File: src/rtl/byte_unpack_pkg.sv
// ============================================================================
// Module : byte_unpack_pkg
// Brief  : Shared types and constants for the word-to-byte unpacker.
// Rev    : 1.0 - initial release
// ============================================================================
`default_nettype none

package byte_unpack_pkg;

    typedef enum logic [0:0] {
        IDLE = 1'b0,
        EMIT = 1'b1
    } state_t;

    localparam int BYTE_W = 8;
    localparam int LANES  = 4;
    localparam int SEL_W  = 3;

    localparam logic [SEL_W-1:0] SEL_IDLE      = 3'd0;
    localparam logic [SEL_W-1:0] SEL_FIRST_LSB = 3'd1;
    localparam logic [SEL_W-1:0] SEL_FIRST_MSB = 3'd4;

endpackage

`default_nettype wire

File: src/rtl/byte_lane_mux.sv
// ============================================================================
// Module : byte_lane_mux
// Brief  : Combinational byte-lane select; sel 1..4 picks [7:0]..[31:24],
//          any other sel yields zero.
// Rev    : 1.0 - initial release
// ============================================================================
`default_nettype none

module byte_lane_mux
    import byte_unpack_pkg::*;
(
    input  logic [LANES*BYTE_W-1:0] i_word,
    input  logic [SEL_W-1:0]        i_sel,
    output logic [BYTE_W-1:0]       o_byte
);

    always_comb begin
        o_byte = '0;
        case (i_sel)
            3'd1:    o_byte = i_word[7:0];
            3'd2:    o_byte = i_word[15:8];
            3'd3:    o_byte = i_word[23:16];
            3'd4:    o_byte = i_word[31:24];
            default: o_byte = '0;
        endcase
    end

endmodule

`default_nettype wire

File: src/rtl/byte_unpack_ctrl.sv
// ============================================================================
// Module : byte_unpack_ctrl
// Brief  : Accepts 32-bit words and hands them off one byte at a time with
//          valid/ready on both sides. Optional macro BYTE_UNPACK_EARLY_TERM_EN
//          makes a 0x00 byte terminate its word.
// Rev    : 1.0 - initial release
// ============================================================================
`default_nettype none

module byte_unpack_ctrl
    import byte_unpack_pkg::*;
#(
    parameter int N         = 32,
    parameter int MSB_FIRST = 0
) (
    input  logic          clk,
    input  logic          rst,
    input  logic          in_valid,
    input  logic [N-1:0]  in_word,
    output logic          in_ready,
    output logic          out_valid,
    output logic [7:0]    out_byte,
    output logic [N-1:0]  out_sel,
    output logic          out_last,
    input  logic          out_ready,
    output logic          busy,
    output logic [15:0]   byte_cnt
);

    generate
        if (N != 32) begin : g_bad_width
            $error("byte_unpack_ctrl: N must be 32");
        end
    endgenerate

    localparam logic [SEL_W-1:0] c_sel_first = (MSB_FIRST != 0) ? SEL_FIRST_MSB : SEL_FIRST_LSB;
    localparam logic [SEL_W-1:0] c_sel_last  = (MSB_FIRST != 0) ? SEL_FIRST_LSB : SEL_FIRST_MSB;

    state_t             r_state;
    state_t             w_state_nxt;
    logic [N-1:0]       r_word;
    logic [N-1:0]       w_word_nxt;
    logic [SEL_W-1:0]   r_sel;
    logic [SEL_W-1:0]   w_sel_nxt;
    logic [15:0]        r_byte_cnt;
    logic [BYTE_W-1:0]  w_cur_byte;
    logic               w_last;
    logic               w_load;

    byte_lane_mux u_lane_mux (
        .i_word (r_word),
        .i_sel  (r_sel),
        .o_byte (w_cur_byte)
    );

    always_ff @(posedge clk or posedge rst) begin
        if (rst) begin
            r_state    <= IDLE;
            r_word     <= '0;
            r_sel      <= SEL_IDLE;
            r_byte_cnt <= '0;
        end else begin
            r_state <= w_state_nxt;
            r_word  <= w_word_nxt;
            r_sel   <= w_sel_nxt;
            if (out_valid && out_ready) begin
                r_byte_cnt <= r_byte_cnt + 16'd1;
            end
        end
    end

    always_comb begin
        w_state_nxt = r_state;
        w_word_nxt  = r_word;
        w_sel_nxt   = r_sel;
        out_valid   = 1'b0;
        busy        = 1'b0;
        w_last      = 1'b0;
        in_ready    = 1'b1;
        w_load      = 1'b0;

        case (r_state)
            IDLE: begin
                in_ready = 1'b1;
            end
            EMIT: begin
                out_valid = 1'b1;
                busy      = 1'b1;
`ifdef BYTE_UNPACK_EARLY_TERM_EN
                w_last    = (r_sel == c_sel_last) || (w_cur_byte == '0);
`else
                w_last    = (r_sel == c_sel_last);
`endif
                in_ready  = w_last && out_ready;
                if (out_ready) begin
                    if (w_last) begin
                        w_state_nxt = IDLE;
                        w_sel_nxt   = SEL_IDLE;
                    end else if (MSB_FIRST != 0) begin
                        w_sel_nxt = r_sel - 3'd1;
                    end else begin
                        w_sel_nxt = r_sel + 3'd1;
                    end
                end
            end
            default: begin
                w_state_nxt = IDLE;
                w_sel_nxt   = SEL_IDLE;
            end
        endcase

        // A load overrides the return to IDLE so back-to-back words have no bubble.
        w_load = in_valid && in_ready;
        if (w_load) begin
            w_state_nxt = EMIT;
            w_word_nxt  = in_word;
            w_sel_nxt   = c_sel_first;
        end
    end

    assign out_byte = w_cur_byte;
    assign out_last = w_last;
    assign out_sel  = {{(N-SEL_W){1'b0}}, r_sel};
    assign byte_cnt = r_byte_cnt;

endmodule

`default_nettype wire

File: config.mk
export PLATFORM = sky130hd
export DESIGN_NAME = byte_unpack_ctrl
export DESIGN_NICKNAME = d
export VERILOG_FILES = /design/src/rtl/byte_unpack_pkg.sv /design/src/rtl/byte_lane_mux.sv /design/src/rtl/byte_unpack_ctrl.sv
export SDC_FILE = /design/constraint.sdc
export NUM_CORES = 1
export LEC_CHECK = 0
export CORE_ASPECT_RATIO = 0.5
export CORE_UTILIZATION = 40
export DETAILED_ROUTE_END_ITERATION = 7
export PLACE_DENSITY = 0.72
export SYNTH_ARGS = -nofsm -noshare
export SYNTH_HDL_FRONTEND = slang
export SYNTH_SLANG_ARGS = --single-unit
File: constraint.sdc
create_clock -name clk -period 5.2 [get_ports clk]
set_input_delay 1.04 -clock clk [delete_from_list [all_inputs] [get_ports clk]]
set_output_delay 1.04 -clock clk [all_outputs]
set_load 0.02 [all_outputs]
==> flow_summary.json, run 1 <==
{
  "outcome": "finished, final reports clean",
  "antenna_left": 0,
  "cts_resized": 0,
  "detail_route.wl_per_cell_um": 14.3,
  "drive_gt1_share_pct": 16.3,
  "via_per_inst": 4.78,
  "synth_top_family_by_area": "multiplexers",
  "fillCellCount": 554,
  "grtUsageTotal_pct": 15.6,
  "endpoint": "in_ready",
  "fin_crit_ns": 3.65,
  "hold_violations": 0,
  "htreeDepth": 2,
  "hpwlAfterDp_um": 3710,
  "place_area_um2": 3300,
  "ctsHoldBuffers": 0,
  "final_common_cell": "clkdlybuf4s50_1",
  "finClkSkew_ns": 0.00315,
  "worstSetupStartpoint": "out_ready",
  "async_reset_ff_share_pct": 100,
  "yosys.area_share.simple_pct": 7.28,
  "synth_xor_area_share_pct": 4.75,
  "insertion_delay_ns": 0.28,
  "drt_iter0_markers": 64,
  "netlist_instances": 217,
  "slew_headroom_pct": 29.9,
  "synthFlopType": "dfrtp_1",
  "drv_cap": 0,
  "rsz0062_at_grt": "false",
  "synth-edff-count": 0,
  "finalNetCount": 318,
  "final_core_util_pct": 54.1,
  "cts_tree": "built",
  "grt_max_degree": 53,
  "critPathMaxFanout": 10,
  "finalCritPeriodShare_pct": 70.2,
  "num_antenna_cells": 0,
  "regToRegStartpoint": "r_sel[0]",
  "seq_area_frac_synth_pct": 47.0,
  "clock-sinks": 52,
  "die_y_um": 60.8,
  "power.static_leakage_uw": 0.00152,
  "setup_tns_ns": 0,
  "critPathRequiredTime_ns": 4.16,
  "cp-end-kind": "primary output",
  "muxShareOfSynthArea_pct": 17.5,
  "arrival_ns": 2.61,
  "setup_viol": 0,
  "grt_pass1_wl_um": 8510,
  "drc": 0,
  "grt_pass1_vias": 1722,
  "ys_ff_latch": 52,
  "worst_slew_pin_slew_ns": 1.05,
  "netlist_area_um2": 2770,
  "portBuffers": 66,
  "critPathKind": "input port to primary output",
  "dieArea_um2": 7270,
  "root_buffer": "clkbuf_16",
  "syn_avg_cell_area_um2": 12.7,
  "start_kind": "input port",
  "dr.pass1.iters": 4,
  "timing.rr.end": "r_word[19]",
  "yosys_warnings": 0,
  "ys_types": 32,
  "synth-compound-area-share_pct": 7.69,
  "start_util_pct": 43.5,
  "wirelength_um": 5210,
  "areaGrowthSynthToFinish_pct": 24.3,
  "stdcell_area_um2": 3440,
  "peakVddDrop_mv": 0.206,
  "r2r_cells": 6,
  "p_per_area_nw_per_um2": 540,
  "yosys.area_share.adder_pct": 2.71,
  "cts_setup_buffers": 0,
  "gp_congestion": 0.769,
  "final_max_slew_viol_count": 0,
  "fp-row-count": 20,
  "cts.path.max_buffers": 2,
  "route.vias.total": 1741,
  "r2r_slack_ns": 2.78,
  "design.core.area_um2": 6360,
  "antenna_found_initial": 0,
  "ios": 96,
  "cts.clk_slew.worst_paths_ns": 0.06,
  "layout_common_cells": "clkdlybuf4s50_1, dfrtp_1, mux2_4, conb_1",
  "numCtsBuffers": 5,
  "min_path_type": "register to register",
  "die_w_um": 120,
  "grt.overflow.total": 0,
  "max_freq_ghz": 0.274
}
## layout make-up
| cell class | instances | area [um^2] | area share, % |
|---|---|---|---|
| Sequential cell | 52 | 1300 | 37.8 |
| Timing Repair Buffer | 66 | 661 | 19.2 |
| Clock buffer | 6 | 129 | 3.75 |
| Inverter | 5 | 18.8 | 0.546 |
| Clock inverter | 1 | 5.00 | 0.146 |
| Tap cell | 88 | 110 | 3.20 |
| Multi-Input combinational cell | 146 | 1210 | 35.3 |
## critical path, cell delays in order
cell             delay, ns
clkdlybuf4s50_1       0.67
nand3_2               0.15
nand2_2               0.14
clkdlybuf4s50_1       0.61
## cells in the mapped netlist (2+ instances only)
cell type / number / area [um^2]
dfrtp_1: 52 / 1300
buf_4: 31 / 233
mux2_4: 30 / 450
o21ai_0: 10 / 50.1
xnor2_1: 10 / 87.6
a22oi_1: 8 / 60.1
a32oi_1: 8 / 70.1
ha_1: 6 / 75.1
nand4_1: 6 / 37.5
inv_1: 5 / 18.8
nand2_1: 5 / 18.8
xor2_1: 5 / 43.8
and4_1: 4 / 35.0
nand3_1: 4 / 20.0
a21oi_1: 3 / 15.0
and3_1: 3 / 18.8
buf_1: 3 / 11.3
buf_12: 3 / 60.1
clkbuf_1: 3 / 11.3
mux2_2: 3 / 33.8
nor2_1: 3 / 11.3
buf_6: 2 / 22.5
## sequential cells by signal, indices dropped and copies added (netlist names)
name / count
r_sel: 3
byte_cnt: 16
r_state: 1
r_word: 32
## stage by stage
step	hold slack, ns	setup slack [ns]	std cells	power (uW)
detailed placement	0.466	1.55	357	1560
CTS	0.474	1.55	364	1880
global placement	0.455	1.61	357	1530
floorplan	0.481	2.60	245	1290
global route	0.494	1.46	364	1970
finish	0.475	1.55	364	1860
## how the worst min path moves through the flow
stage / startpoint / to / slack, ns / cells after the start
CTS: byte_cnt[15] / byte_cnt[15] / 0.47 / 1
finish: byte_cnt[15] / byte_cnt[15] / 0.48 / 1
floorplan: r_word[18] / r_word[18] / 0.48 / 1
global route: byte_cnt[15] / byte_cnt[15] / 0.49 / 1
global placement: byte_cnt[15] / byte_cnt[15] / 0.46 / 1
detailed placement: byte_cnt[15] / byte_cnt[15] / 0.47 / 1
## power by group
part,internal (uW),total [uW],switching [uW],leakage [uW]
clock,175,303,128,0.0000667
sequential,571,726,155,0.000640
combinational,465,829,364,0.000814
## kinds of logic (layout without fill, tap and decap cells)
group | Yosys count | after routing
buffers and inverters | 47 | 78
AND/OR/NAND/NOR | 32 | 32
AO/OA/AOI/OAI | 31 | 31
multiplexers | 33 | 33
XOR/XNOR | 15 | 15
other | 1 | 29
flip-flops | 52 | 52
adder cells (fa/ha/maj) | 6 | 6
## routing by layer
| layer | vias to the layer above | routed length, um | GRT usage [%] |
|---|---|---|---|
| met5 | - | 0 | 0 |
| met4 | 0 | 48 | 5.18 |
| met3 | 4 | 216 | 3.38 |
| met2 | 62 | 2560 | 28.2 |
| met1 | 851 | 2390 | 19.2 |
| li1 | 824 | - | - |
Note: power is estimated with default switching activity, not from simulation.
==> inputs of run 2 (changes only) <==
- PLACE_DENSITY: 0.72 -> 0.75
- clock period: 5.2 -> 3.1 ns (I/O delays scaled with it)
==> flow_summary.json, run 2 (synthesized netlist as in run 1, its figures left out) <==
{
  "critPathKind": "register to primary output",
  "drc": 0,
  "arrival_ns": 2.29,
  "numCtsBuffers": 5,
  "top_register": "r_word",
  "cts_resized": 0,
  "die_w_um": 120,
  "critPathRequiredTime_ns": 2.48,
  "drt_iter0_markers": 64,
  "hold_path_depth": 1,
  "design.core.area_um2": 6360,
  "root_buffer": "clkbuf_16",
  "finalCritPeriodShare_pct": 93.8,
  "areaGrowthSynthToFinish_pct": 27.1,
  "cp-end-kind": "primary output",
  "multiInputGateArea_um2": 1210,
  "cts.path.max_buffers": 2,
  "fin_crit_ns": 2.91,
  "antenna_left": 0,
  "min_path_type": "register to register",
  "grt_pass1_vias": 1800,
  "finalNetCount": 322,
  "grt_pass1_wl_um": 8760,
  "whs_ns": 0.475,
  "via_per_inst": 4.88,
  "grtUsageTotal_pct": 15.9,
  "route.vias.total": 1801,
  "drive_gt1_share_pct": 18.1,
  "detail_route.wl_per_cell_um": 14.6,
  "hold_start": "byte_cnt[15]",
  "grt.overflow.total": 0,
  "hpwlAfterDp_um": 3820,
  "htreeDepth": 2,
  "final_common_cell": "clkdlybuf4s50_1",
  "cpMaxStageDelayCell": "clkdlybuf4s50_1",
  "outcome": "finished, final reports clean",
  "final_max_slew_viol_count": 0,
  "peakVddDrop_mv": 0.394,
  "cp_slowest_stage_delay_ns": 0.65,
  "finClkSkew_ns": 0.00425,
  "wirelength_um": 5400,
  "die_y_um": 60.8,
  "worstSetupStartpoint": "r_sel[1]",
  "dieArea_um2": 7270,
  "regToRegStartpoint": "r_sel[1]",
  "power.static_leakage_uw": 0.00156,
  "start_kind": "register",
  "drv_cap": 0,
  "p_per_area_nw_per_um2": 937,
  "portBuffers": 66,
  "start_util_pct": 43.5,
  "setup_viol": 0,
  "antenna_found_initial": 0,
  "cts_tree": "built",
  "layout_common_cells": "clkdlybuf4s50_1, dfrtp_1, mux2_4, conb_1",
  "num_antenna_cells": 0,
  "clock-sinks": 52,
  "max_freq_ghz": 0.344,
  "cts.clk_slew.worst_paths_ns": 0.07,
  "rsz0062_at_grt": "false",
  "ios": 96,
  "cts_setup_buffers": 0,
  "gp_congestion": 0.766,
  "crit_path_cell_trace": "inv_1 > ha_1 > a32oi_1 > o21ai_0 > clkdlybuf4s50_1",
  "min_to": "byte_cnt[15]",
  "dr.pass1.iters": 4,
  "critPathMaxFanout": 12,
  "worst_slew_pin_slew_ns": 0.587,
  "r2r_slack_ns": 0.73,
  "largest_reg_flops": 32,
  "insertion_delay_ns": 0.29,
  "slew_headroom_pct": 60.9,
  "seqCellArea_um2": 1300,
  "grt_max_degree": 33,
  "fp-row-count": 20,
  "setup_tns_ns": 0,
  "r2r_cells": 6,
  "hold_violations": 0,
  "timing.rr.end": "r_word[18]",
  "fillCellCount": 538,
  "ctsHoldBuffers": 0
}
[run 2: cell count changes in the layout (fill, tap and decap cells not counted), sizes merged]
cell and change:
clkbuf +1, bufinv +1, buf +4, clkinv -1
[run 2: cell type report]
type	instances	area share, %
sequential	52	37.0
timing repair buffer	70	19.6
tap	88	3.13
inverter	5	0.534
clock buffer	7	4.34
clock inverter	1	0.854
multi-input combinational	146	34.5
[run 2: worst max-delay path: cells and delay by family, from the launching register on]
family	cells	cell delay (ns)
adders and majority gates	1	0.48
DFF	1	0.42
buffers and inverters	2	0.79
AOI/OAI and AO/OA	2	0.30
[run 2: how the worst max path moves through the flow]
stage             endpoint  depth (start not counted)  slack (ns)
2_1_floorplan  out_byte[3]                          5        0.92
3_3_place_gp      in_ready                          4        0.55
3_5_place_dp   out_byte[2]                          5        0.53
4_1_cts        out_byte[2]                          5        0.16
5_1_grt        out_byte[2]                          5        0.03
6_report       out_byte[3]                          5        0.19
[run 2: stage by stage]
| step | cells | worst slack [ns] | util, % | power (uW) | cell area (um^2) |
|---|---|---|---|---|---|
| after global routing | 369 | 0.0311 | 55.3 | 3480 | 3520 |
| final | 369 | 0.192 | 55.3 | 3300 | 3520 |
| after detailed placement | 361 | 0.529 | 52.5 | 2630 | 3330 |
| after floorplan | 245 | 0.917 | - | 2160 | 2870 |
| after global placement | 361 | 0.550 | 52.5 | 2590 | 3330 |
| after CTS | 369 | 0.165 | 55.3 | 3320 | 3520 |
[run 2: metal layers]
metal	track usage, %	wire length, um	up-vias
li1	-	-	830
met1	19.5	2390	899
met2	28.1	2700	66
met3	3.76	248	6
met4	6.07	72	0
met5	0	0	-
[run 2: power breakdown]
part / internal (uW) / switching (uW)
Sequential: 958 / 217
Combinational: 789 / 666
Clock: 425 / 241
==> inputs of run 3 (changes only) <==
- CTS_CLUSTER_SIZE: default -> 24
- PLACE_DENSITY: 0.75 -> 0.76
- SLEW_MARGIN: default -> 40
==> flow_summary.json, run 3 (synthesized netlist as in run 1, its figures left out) <==
{
  "outcome": "finished, final reports clean",
  "hold_violations": 0,
  "fp-row-count": 20,
  "cp-end-kind": "primary output",
  "critPathMaxFanout": 12,
  "grt_pass1_vias": 1794,
  "htreeDepth": 2,
  "areaGrowthSynthToFinish_pct": 26.5,
  "drv_cap": 0,
  "slew_headroom_pct": 60.4,
  "final_max_slew_viol_count": 0,
  "r2r_slack_ns": 0.73,
  "finalNetCount": 322,
  "detail_route.wl_per_cell_um": 14.7,
  "setup_viol": 0,
  "rsz0062_at_grt": "false",
  "drt_iter0_markers": 147,
  "root_buffer": "clkbuf_16",
  "p_per_area_nw_per_um2": 923,
  "drive_gt1_share_pct": 17.8,
  "grt_pass1_wl_um": 9000,
  "layout_common_cells": "clkdlybuf4s50_1, dfrtp_1, mux2_4, conb_1",
  "start_util_pct": 43.5,
  "die_w_um": 120,
  "cts.clk_slew.worst_paths_ns": 0.07,
  "wirelength_um": 5420,
  "grt_max_degree": 33,
  "power.static_leakage_uw": 0.00155,
  "clock-sinks": 52,
  "cts_tree": "built",
  "hpwlAfterDp_um": 3970,
  "design.core.area_um2": 6360,
  "die_y_um": 60.8,
  "grtUsageTotal_pct": 16.1,
  "route.vias.total": 1792,
  "drc": 0,
  "ctsHoldBuffers": 0,
  "insertion_delay_ns": 0.28,
  "hold_path_depth": 1,
  "cts_setup_buffers": 0,
  "start_kind": "register",
  "max_freq_ghz": 0.350,
  "critPathRequiredTime_ns": 2.48,
  "grt.overflow.total": 0,
  "finClkSkew_ns": 0.00510,
  "numCtsBuffers": 5,
  "antenna_left": 0,
  "worst_slew_pin_slew_ns": 0.594,
  "cts.path.max_buffers": 2,
  "cts_resized": 0,
  "fin_crit_ns": 2.86,
  "place_area_um2": 3330,
  "setup_tns_ns": 0,
  "p_total_uw": 3230,
  "arrival_ns": 2.24,
  "top_register": "r_word",
  "portBuffers": 66,
  "stdcell_area_um2": 3500,
  "gp_congestion": 0.759,
  "dieArea_um2": 7270,
  "via_per_inst": 4.86,
  "antenna_found_initial": 0,
  "peakVddDrop_mv": 0.381,
  "dr.pass1.iters": 4,
  "r2r_cells": 6,
  "num_antenna_cells": 0,
  "final_common_cell": "clkdlybuf4s50_1",
  "min_path_type": "register to register",
  "final_core_util_pct": 55.0,
  "critPathKind": "register to primary output",
  "ios": 96,
  "finalCritPeriodShare_pct": 92.2,
  "largest_reg_flops": 32
}
run 3: cell types whose count changed in the layout (fill, tap and decap cells not counted), sizes merged:
cell | previous run | this run
clkbuf | 7 | 6
clkinv | 0 | 1
run 3: area by class of cell:
type                    count  area, um^2
fillers                   549        2860
repair buffers             70         691
clock buffers               6         129
well taps                  88         110
clock inverters             2        35.0
multi-input cells         146        1210
inverters                   5        18.8
flip-flops and latches     52        1300
run 3: path summary, 6_finish.rpt:
check                               end         start
max                         out_byte[3]      r_sel[0]
min                        byte_cnt[15]  byte_cnt[15]
max reg2reg                  r_word[19]      r_sel[0]
min reg2reg                byte_cnt[15]  byte_cnt[15]
max in group asynchronous    r_word[18]           rst
min in group asynchronous    r_word[31]           rst
run 3: through the flow:
step | hold slack [ns] | setup slack, ns | cells
5_1_grt | 0.504 | 0.0982 | 369
2_1_floorplan | 0.481 | 0.917 | 245
6_report | 0.467 | 0.241 | 369
3_5_place_dp | 0.461 | 0.547 | 361
4_1_cts | 0.473 | 0.225 | 369
3_3_place_gp | 0.457 | 0.549 | 361
run 3: worst max-delay path: stages (launching register included):
cell and delay [ns]:
dfrtp_1 0.45, inv_1 0.11, ha_1 0.47, a32oi_1 0.16, o21ai_0 0.11, clkdlybuf4s50_1 0.64
run 3: metal layers:
layer,vias to the layer above,routed length (um),global-route usage (%)
met5,-,0,0
met4,0,19,4.11
met3,2,230,3.48
met2,66,2760,29.2
met1,890,2410,20.1
li1,834,-,-
run 3: where the power goes:
group	internal, uW	switching, uW
logic	791	657
clock network	380	229
registers	959	215
